$ cat src/rtl/vga_timing_pkg.sv
// Default 640x480@60 VGA timing constants and the line/frame total calculation
// shared by the timing generator and its sync delay line.
package vga_timing_pkg;

  localparam int POS_W = 10;

  localparam int DEF_H_VISIBLE = 640;
  localparam int DEF_H_FRONT   = 16;
  localparam int DEF_H_SYNC    = 96;
  localparam int DEF_H_BACK    = 48;
  localparam int DEF_V_VISIBLE = 480;
  localparam int DEF_V_FRONT   = 10;
  localparam int DEF_V_SYNC    = 2;
  localparam int DEF_V_BACK    = 33;
  localparam int DEF_SYNC_POL  = 0;

  typedef struct packed {
    logic hsync;
    logic vsync;
  } sync_pair_t;

  function automatic int calc_total(input int visible, input int front,
                                    input int sync, input int back);
    return visible + front + sync + back;
  endfunction

  localparam int DEF_H_TOTAL = calc_total(DEF_H_VISIBLE, DEF_H_FRONT, DEF_H_SYNC, DEF_H_BACK);
  localparam int DEF_V_TOTAL = calc_total(DEF_V_VISIBLE, DEF_V_FRONT, DEF_V_SYNC, DEF_V_BACK);

endpackage

$ cat src/rtl/vga_sync_delay.sv
// Fixed-depth shift line for the sync pair; every stage shifts on every clock
// and resets to the supplied inactive level.
module vga_sync_delay #(
  parameter int               WIDTH       = 2,
  parameter int               DEPTH       = 1,
  parameter logic [WIDTH-1:0] RESET_VALUE = '0
) (
  input  logic             i_clk,
  input  logic             i_rst_n,
  input  logic [WIDTH-1:0] sync_in,
  output logic [WIDTH-1:0] sync_out
);

  genvar gi;
  generate
    for (gi = 0; gi < DEPTH; gi++) begin : g_stage
      logic [WIDTH-1:0] q_reg;
      logic [WIDTH-1:0] q_next;

      if (gi == 0) begin : g_first
        assign q_next = sync_in;
      end else begin : g_rest
        assign q_next = g_stage[gi-1].q_reg;
      end

      always_ff @(posedge i_clk or negedge i_rst_n) begin
        if (!i_rst_n) begin
          q_reg <= RESET_VALUE;
        end else begin
          q_reg <= q_next;
        end
      end
    end
  endgenerate

  assign sync_out = g_stage[DEPTH-1].q_reg;

endmodule

$ cat src/rtl/vga_timing_generator.sv
// VGA raster timing: position counters plus registered visible/strobe/sync flags
// aligned to the position. Define VGA_TIMING_SYNC_DELAY_EN to delay the syncs.
module vga_timing_generator
  import vga_timing_pkg::*;
#(
  parameter int H_VISIBLE  = DEF_H_VISIBLE,
  parameter int H_FRONT    = DEF_H_FRONT,
  parameter int H_SYNC     = DEF_H_SYNC,
  parameter int H_BACK     = DEF_H_BACK,
  parameter int V_VISIBLE  = DEF_V_VISIBLE,
  parameter int V_FRONT    = DEF_V_FRONT,
  parameter int V_SYNC     = DEF_V_SYNC,
  parameter int V_BACK     = DEF_V_BACK,
  parameter int SYNC_POL   = DEF_SYNC_POL,
  parameter int SYNC_DELAY = 1
) (
  input  logic             i_clk,
  input  logic             i_rst_n,
  input  logic             i_enable,
  output logic [POS_W-1:0] o_hpos,
  output logic [POS_W-1:0] o_vpos,
  output logic             o_visible,
  output logic             o_line_strobe,
  output logic             o_frame_strobe,
  output logic             o_hsync,
  output logic             o_vsync
);

  localparam int H_TOTAL = calc_total(H_VISIBLE, H_FRONT, H_SYNC, H_BACK);
  localparam int V_TOTAL = calc_total(V_VISIBLE, V_FRONT, V_SYNC, V_BACK);

  localparam logic [POS_W-1:0] H_LAST       = POS_W'(H_TOTAL - 1);
  localparam logic [POS_W-1:0] V_LAST       = POS_W'(V_TOTAL - 1);
  localparam logic [POS_W-1:0] H_VIS_END    = POS_W'(H_VISIBLE);
  localparam logic [POS_W-1:0] V_VIS_END    = POS_W'(V_VISIBLE);
  localparam logic [POS_W-1:0] H_SYNC_START = POS_W'(H_VISIBLE + H_FRONT);
  localparam logic [POS_W-1:0] H_SYNC_END   = POS_W'(H_VISIBLE + H_FRONT + H_SYNC);
  localparam logic [POS_W-1:0] V_SYNC_START = POS_W'(V_VISIBLE + V_FRONT);
  localparam logic [POS_W-1:0] V_SYNC_END   = POS_W'(V_VISIBLE + V_FRONT + V_SYNC);
  localparam logic             SYNC_ACT     = (SYNC_POL != 0);

  generate
    if (SYNC_DELAY < 1 || SYNC_DELAY > 4) begin : g_sync_delay_range
      $error("SYNC_DELAY must be within 1..4");
    end
  endgenerate

  logic [POS_W-1:0] hpos_reg, hpos_next;
  logic [POS_W-1:0] vpos_reg, vpos_next;
  logic             visible_reg, visible_next;
  logic             line_strobe_reg, line_strobe_next;
  logic             frame_strobe_reg, frame_strobe_next;
  sync_pair_t       sync_reg, sync_next;

  // Flags are derived from the next position so they land in the same cycle as it.
  always_comb begin
    hpos_next = hpos_reg;
    vpos_next = vpos_reg;
    if (i_enable) begin
      if (hpos_reg == H_LAST) begin
        hpos_next = '0;
        vpos_next = (vpos_reg == V_LAST) ? '0 : vpos_reg + 1'b1;
      end else begin
        hpos_next = hpos_reg + 1'b1;
      end
    end

    line_strobe_next  = i_enable && (hpos_next == '0);
    frame_strobe_next = line_strobe_next && (vpos_next == V_VIS_END);
    visible_next      = (hpos_next < H_VIS_END) && (vpos_next < V_VIS_END);
    sync_next.hsync   = ((hpos_next >= H_SYNC_START) && (hpos_next < H_SYNC_END)) ? SYNC_ACT : ~SYNC_ACT;
    sync_next.vsync   = ((vpos_next >= V_SYNC_START) && (vpos_next < V_SYNC_END)) ? SYNC_ACT : ~SYNC_ACT;
  end

  // Reset parks on the last pixel so the first enabled edge presents (0,0).
  always_ff @(posedge i_clk or negedge i_rst_n) begin
    if (!i_rst_n) begin
      hpos_reg         <= H_LAST;
      vpos_reg         <= V_LAST;
      visible_reg      <= 1'b0;
      line_strobe_reg  <= 1'b0;
      frame_strobe_reg <= 1'b0;
      sync_reg         <= {~SYNC_ACT, ~SYNC_ACT};
    end else begin
      hpos_reg         <= hpos_next;
      vpos_reg         <= vpos_next;
      visible_reg      <= visible_next;
      line_strobe_reg  <= line_strobe_next;
      frame_strobe_reg <= frame_strobe_next;
      sync_reg         <= sync_next;
    end
  end

  assign o_hpos         = hpos_reg;
  assign o_vpos         = vpos_reg;
  assign o_visible      = visible_reg;
  assign o_line_strobe  = line_strobe_reg;
  assign o_frame_strobe = frame_strobe_reg;

`ifdef VGA_TIMING_SYNC_DELAY_EN
  sync_pair_t sync_dly;

  vga_sync_delay #(
    .WIDTH       (2),
    .DEPTH       (SYNC_DELAY),
    .RESET_VALUE ({~SYNC_ACT, ~SYNC_ACT})
  ) u_sync_delay (
    .i_clk    (i_clk),
    .i_rst_n  (i_rst_n),
    .sync_in  (sync_reg),
    .sync_out (sync_dly)
  );

  assign o_hsync = sync_dly.hsync;
  assign o_vsync = sync_dly.vsync;
`else
  assign o_hsync = sync_reg.hsync;
  assign o_vsync = sync_reg.vsync;
`endif

endmodule

$ cat config.mk
export PLATFORM = sky130hd
export DESIGN_NAME = vga_timing_generator
export DESIGN_NICKNAME = d
export VERILOG_FILES = /design/src/rtl/vga_timing_pkg.sv /design/src/rtl/vga_sync_delay.sv /design/src/rtl/vga_timing_generator.sv
export SDC_FILE = /design/constraint.sdc
export NUM_CORES = 1
export LEC_CHECK = 0
export CAP_MARGIN = 0
export CORE_ASPECT_RATIO = 1.5
export CORE_MARGIN = 3
export CORE_UTILIZATION = 48
export CTS_BUF_LIST = sky130_fd_sc_hd__clkbuf_8
export CTS_CLUSTER_SIZE = 8
export DETAILED_ROUTE_END_ITERATION = 7
export PLACE_DENSITY = 0.88
export SYNTH_ARGS = -nofsm -noshare
export SYNTH_HDL_FRONTEND = slang
export SYNTH_SLANG_ARGS = --single-unit
$ cat constraint.sdc
create_clock -name i_clk -period 2 [get_ports i_clk]
set_clock_uncertainty 0.15 [all_clocks]
set_input_delay 0.3 -clock i_clk [delete_from_list [all_inputs] [get_ports i_clk]]
set_output_delay 0.3 -clock i_clk [all_outputs]
set_load 0.005 [all_outputs]
==> results.ini, run 1 <==
[cells_and_area]
fin_util_pct = 74.62
n_antenna_cell = 0
register_area_um2 = 640.6
drive_gt1_share_pct = 35.29
fillers = 200
area_delta_synth_final_pct = 47.02
final_nets = 228
multiInputGateArea_um2 = 889.6

[logic_synthesis]
synth_area_per_cell_um2 = 9.372
synth_edf_count = 0
ys.flop_type = dfrtp_1
synthMuxAreaShare_pct = 2.073
synth_top_family_by_area = simple AND/OR/NAND/NOR gates
synthAdderAreaFrac_pct = 2.488
synth_area_um2 = 1509
synth_nets = 167
synth_warnings = 0
post_synth_xor_area_fraction_pct = 6.385
ys_seq_area_share_pct = 42.45
ys_types = 47
synth_simple_gate_area_share_pct = 28.44
yosys_register_bits = 25
synth-compound-area-share_pct = 12.60
netlist_instances = 161
ys_async_sr_fraction_pct = 100.0

[cts]
clk_latency_ps = 270
clk_pin_slew_ps = 80
cts_tree = done
clock-sinks = 25
root_buffer = clkbuf_8
cts.htree.levels = 1
clock_path_buffers = 2
cts-buffers-inserted = 3

[critical_path]
crit_required_ps = 2060
crit_type = flip-flop to flip-flop
cp.arrival_ps = 2330
critPathLaunchType = flip-flop
critPathMaxFanout = 7
rr_worst_depth = 7
end_kind = flip-flop

[placed_design]
portBuffers = 27
hpwl_mm = 3.052
gp_congestion = 0.9960

[global_routing]
grt_max_degree = 26
met3_usage_pct = 2.772
grt_first_pass_wirelength_mm = 6.920
gr-total-overflow = 0
antenna_found_initial = 0
grt.met1_usage_pct = 26.28
globalRoute.busiestLayer = met2
grt_usage_pct = 23.86
grt_pass1_vias = 1499
use_met2_pct = 44.05

[routing]
routed_wl_mm = 4.388
antenna_left = 0
route.detailed.drc = 0
first_pass_iters = 5
first_iter_violations = 72
routed_via_density = 5.838
routedWlPerCell_um = 16.88
vias = 1518

[floorplan]
die_area_um2 = 3866
fp-row-count = 24
die_w_um = 51.78
die_h_um = 74.67
coreArea_um2 = 2973
ios = 28
start_util_pct = 50.76

[sta]
layout_setup_ws_ps = -273.4
tightest_slew_ps = 432.9
hold_violations = 0
hold_ws_ps = 247.3
final_max_slew_viol_count = 0
rsz0062_at_grt = yes
slew_headroom_pct = 70.68
clock.fmax_ghz = 0.4399
setup-violations-final = 5
finalCritPeriodShare_pct = 113.7
min_period_ps = 2273

[pwr]
p_int_w = 0.001044
pwr-share-comb_pct = 38.1
clkPwrFrac_pct = 19.3
p_sw_w = 0.0004962
peakVddDrop_v = 0.0006273
netSwitchingFraction_pct = 32.22
seqPwrFrac_pct = 42.7
p_leak_nw = 0.9153
power_density_nw_per_um2 = 694.1

[status]
violations = negative setup slack
outcome = finished with violations

[run]
maxCapViolCount = 0

[hold_path]
hold_class = primary input to async pin

-- layout by cell type, fill, tap and decap left out, types with 6 or more instances in the layout --
cell type	netlist	final
clkdlybuf4s50_1	0	27
xor2_1	6	6
buf_4	2	36
nand4_1	8	8
nand3_1	7	7
nand2_1	14	13
inv_1	8	8
nor2_1	12	9
nor3_1	10	8
dfrtp_1	13	13
dfstp_2	12	12
-- power by group through the flow --
stage               clock network [W]  logic, W  registers [W]
finish                       0.000297  0.000586       0.000657
global route                 0.000330  0.000637       0.000661
CTS                          0.000305  0.000568       0.000654
detailed placement                  0  0.000552       0.000661
global placement                    0  0.000534       0.000658
floorplan                           0  0.000271       0.000668
-- sequential cells by signal (all words and copies together) (netlist names) --
register,flops
o_hpos,10
o_line_strobe,1
o_frame_strobe,1
o_vpos,10
o_vsync,1
o_visible,1
o_hsync,1
-- metal layers --
metal | vias up | part of all wire [%]
met4 | 0 | 5.5
met3 | 22 | 4.6
met1 | 720 | 38
li1 | 706 | -
met2 | 70 | 52
met5 | - | 0
-- repair_timing --
item / 4_1_cts / 5_1_grt
setup endpoints to repair: 4 / 15
hold buffers: 0 / 0
gates resized for setup: 3 / 18
buffers inserted: 3 / 2
pin swaps: 2 / 6
-- Yosys cell counts (2+ instances only) --
master | number | area (um2)
nand4_1 | 8 | 50.05
and3_1 | 2 | 12.51
o21ai_0 | 8 | 40.04
o211ai_1 | 3 | 22.52
nand3b_1 | 2 | 15.01
o31ai_1 | 2 | 15.01
nor2_1 | 12 | 45.04
clkbuf_1 | 2 | 7.510
dfrtp_1 | 13 | 325.3
a21oi_1 | 6 | 30.03
xnor2_1 | 5 | 43.79
nor2b_1 | 2 | 12.51
nand4b_1 | 3 | 26.28
nand2_1 | 14 | 52.55
mux2i_1 | 2 | 20.02
buf_4 | 2 | 15.01
inv_1 | 8 | 30.03
nor4_1 | 2 | 12.51
nor3_1 | 10 | 50.05
xor2_1 | 6 | 52.55
ha_1 | 3 | 37.54
nand3_1 | 7 | 35.03
dfstp_2 | 12 | 315.3
buf_2 | 4 | 20.02
-- logic make-up (layout without fill, tap and decap cells) --
family,Yosys count,after routing
flip-flops,25,25
XOR/XNOR,11,11
multiplexers,3,3
buffers and inverters,17,77
AND/OR/NAND/NOR,74,74
adder cells (fa/ha/maj),3,3
AO/OA/AOI/OAI,28,28
-- area by class of cell --
cell class,instances,area share (%)
clock inverters,1,0.2256
well taps,39,2.200
flip-flops and latches,25,28.88
repair buffers,65,25.38
multi-input cells,119,40.10
clock buffers,3,1.861
inverters,8,1.354
-- metrics by stage --
step	worst slack [ps]	power [W]	area (um2)	std cells	TNS, ps
after floorplan	-25.18	0.0009387	1544	161	-44.43
after global placement	-154.4	0.001192	2052	251	-520.4
after detailed placement	-274.7	0.001213	2052	251	-1089
after CTS	-228.9	0.001527	2137	258	-700.9
after global routing	-316.7	0.001628	2218	260	-1320
final	-273.4	0.001540	2218	260	-802.8
-- worst paths after layout --
path / from / end / slack, ps
worst max register to register: o_hpos[1] / o_vsync / -270
worst min register to register: o_vpos[8] / o_vpos[8] / 390
worst min-delay path: i_rst_n / o_vpos[0] / 250
min in group i_clk: o_vpos[8] / o_vpos[8] / 390
worst max-delay path: o_hpos[1] / o_vsync / -270
max in group asynchronous: i_rst_n / o_vpos[9] / 1160
-- worst max-delay path: stages, from the launching register on --
cell and delay (ps):
dfstp_2 570, ha_4 180, and4bb_4 270, nand3_4 120, o311ai_1 450, a21oi_2 130
nand3b_1 200, nand3b_1 140
No activity file was read; power rests on OpenSTA's default activity.
==> run 2: changes to the inputs <==
--- a/config.mk
+++ b/config.mk
@@ -12,7 +12,9 @@
 export CTS_BUF_LIST = sky130_fd_sc_hd__clkbuf_8
 export CTS_CLUSTER_SIZE = 8
 export DETAILED_ROUTE_END_ITERATION = 7
+export GPL_ROUTABILITY_DRIVEN = 0
 export PLACE_DENSITY = 0.88
 export SYNTH_ARGS = -nofsm -noshare
 export SYNTH_HDL_FRONTEND = slang
 export SYNTH_SLANG_ARGS = --single-unit
+export TNS_END_PERCENT = 1
==> run 2 against run 1 <==
The flow still finishes with violations (negative setup slack). Fmax up 7.7%. Via count up 0.33%. Flip-flop and latch count unchanged. Global-route usage down 0.58 points. Final area down 3.9%. First-iteration DRC count down 8.3%. Critical path depth down 1. Sequential power about the same. Register-to-register slack better by 160 ps. Final cell count down 1.9%. Clock-buffer cell count unchanged. Critical path type unchanged. Largest power group unchanged.
==> results.ini, run 2 (same netlist as run 1, synthesis figures left out) <==
[global_routing]
gr-total-overflow = 0
globalRoute.busiestLayer = met2
grt_max_degree = 26
grt.met1_usage_pct = 27.31
grt_usage_pct = 23.28
met3_usage_pct = 2.772
grt_first_pass_wirelength_mm = 6.920
antenna_found_initial = 0
use_met2_pct = 42.21
grt_pass1_vias = 1528

[critical_path]
r2r_start = o_hpos[1]
crit_required_ps = 2020
crit_path_max_incr_delay_ps = 560
critPathSlowestCell = dfstp_2
end_kind = flip-flop
crit_type = flip-flop to flip-flop
cp_top_family = simple AND/OR/NAND/NOR gates
cp.arrival_ps = 2140
crit_chain = ha_4 -> and4bb_4 -> nand3_4 -> o311ai_1 -> a21oi_2 -> nor3_1
critPathMaxFanout = 7
critPathLaunchType = flip-flop
crit_buf_inv = 0
critPathLaunch = o_hpos[1]

[floorplan]
coreArea_um2 = 2973
die_h_um = 74.67
start_util_pct = 50.76
ios = 28
die_w_um = 51.78
fp-row-count = 24
die_area_um2 = 3866

[cts]
clk_latency_ps = 270
clock_path_buffers = 2
cts_hold_buf = 0
cts.htree.levels = 1
cts_setup_buffers = 0
root_buffer = clkbuf_8
clock-sinks = 25
clk_pin_slew_ps = 90
cts_tree = done
cts-buffers-inserted = 3

[sta]
fin_setup_tns_ps = -299.7
final_max_slew_viol_count = 0
tightest_slew_ps = 347.8
hold_violations = 0
rsz0062_at_grt = yes
slew_headroom_pct = 76.45
min_period_ps = 2110
setup-violations-final = 4
finalCritPeriodShare_pct = 105.5
clock.fmax_ghz = 0.4738
layout_setup_ws_ps = -110.4

[cells_and_area]
final_cell_mix = buf_4, clkdlybuf4s50_1, nand2_1, dfrtp_1, dfstp_2
n_antenna_cell = 0
finalInstanceArea_um2 = 2132
area_delta_synth_final_pct = 41.29
final_nets = 223
drive_gt1_share_pct = 31.48
final_common_cell = buf_4

[pwr]
power_density_nw_per_um2 = 721.7
p_sw_w = 0.0004999
peakVddDrop_v = 0.0007488
seqPwrFrac_pct = 42.9
pwr-share-comb_pct = 37.6
clkPwrFrac_pct = 19.5
p_leak_nw = 0.8774
p_int_w = 0.001039
netSwitchingFraction_pct = 32.49

[routing]
first_pass_iters = 4
routed_via_density = 5.973
routed_wl_mm = 4.128
antenna_left = 0
route.detailed.drc = 0
vias = 1523
routedWlPerCell_um = 16.19
first_iter_violations = 66

[hold_path]
hold_class = primary input to async pin

[status]
violations = negative setup slack
outcome = finished with violations

[placed_design]
hpwl_mm = 3.105
portBuffers = 27
placed_area_um2 = 2052

[run]
maxCapViolCount = 0

-- run 2: layout make-up --
class / instances / area, um2
Clock buffer: 3 / 41.29
Clock inverter: 1 / 5.005
Fill cell: 213 / 840.8
Inverter: 8 / 30.03
Multi-Input combinational cell: 119 / 848.3
Sequential cell: 25 / 640.6
Tap cell: 39 / 48.80
Timing Repair Buffer: 60 / 518.0
-- run 2: final timing paths --
| check | endpoint | slack, ps | depth (start not counted) |
|---|---|---|---|
| setup / recovery | o_visible | -110 | 6 |
| max in group asynchronous | o_hsync | 1170 | 2 |
| hold / removal | o_vpos[1] | 240 | 2 |
| min in group i_clk | o_vpos[8] | 390 | 1 |
| hold reg to reg | o_vpos[8] | 390 | 1 |
| setup reg to reg | o_visible | -110 | 6 |
-- run 2: what timing repair did --
action                                  in CTS  in global routing
pin swaps                                    2                  1
gates resized for setup                      1                  7
endpoints found under the setup margin       3                  9
-- run 2: routing by layer --
metal | vias to the layer above | share of wire, %
li1 | 699 | -
met4 | 0 | 1.9
met3 | 11 | 5.2
met2 | 78 | 55
met1 | 735 | 38
met5 | - | 0
-- run 2: worst register-to-register path: stages, from the launching register on --
cell and delay (ps):
dfstp_2 560, ha_4 150, and4bb_4 270, nand3_4 130, o311ai_1 390, a21oi_2 130, nor3_1 230
-- run 2: power by group through the flow --
stage          Sequential [W]  Combinational (W)  Clock [W]
2_1_floorplan        0.000668           0.000271          0
3_3_place_gp         0.000657           0.000535          0
3_5_place_dp         0.000661           0.000551          0
4_1_cts              0.000654           0.000554   0.000304
5_1_grt              0.000664           0.000632   0.000317
6_report             0.000660           0.000578   0.000300
-- run 2: per-stage QoR --
stage	std cells	setup WS (ps)	hold slack [ps]	utilization [%]	total power, W
floorplan	161	-25.18	-145.6	-	0.0009387
global placement	251	-152.6	364.9	69.02	0.001192
global route	255	-164.4	257.4	71.72	0.001613
CTS	255	-80.03	246.3	70.62	0.001512
detailed placement	251	-209.5	375.9	69.02	0.001212
finish	255	-110.4	240.0	71.72	0.001539
==> run 3: changes to the inputs <==
--- a/config.mk
+++ b/config.mk
@@ -5,7 +5,7 @@
 export SDC_FILE = /design/constraint.sdc
 export NUM_CORES = 1
 export LEC_CHECK = 0
-export CAP_MARGIN = 0
+export CAP_MARGIN = 30
 export CORE_ASPECT_RATIO = 1.5
 export CORE_MARGIN = 3
 export CORE_UTILIZATION = 48
==> results of run 3 <==
Same layout as run 2: the final DEF is identical, and so are final timing and power.
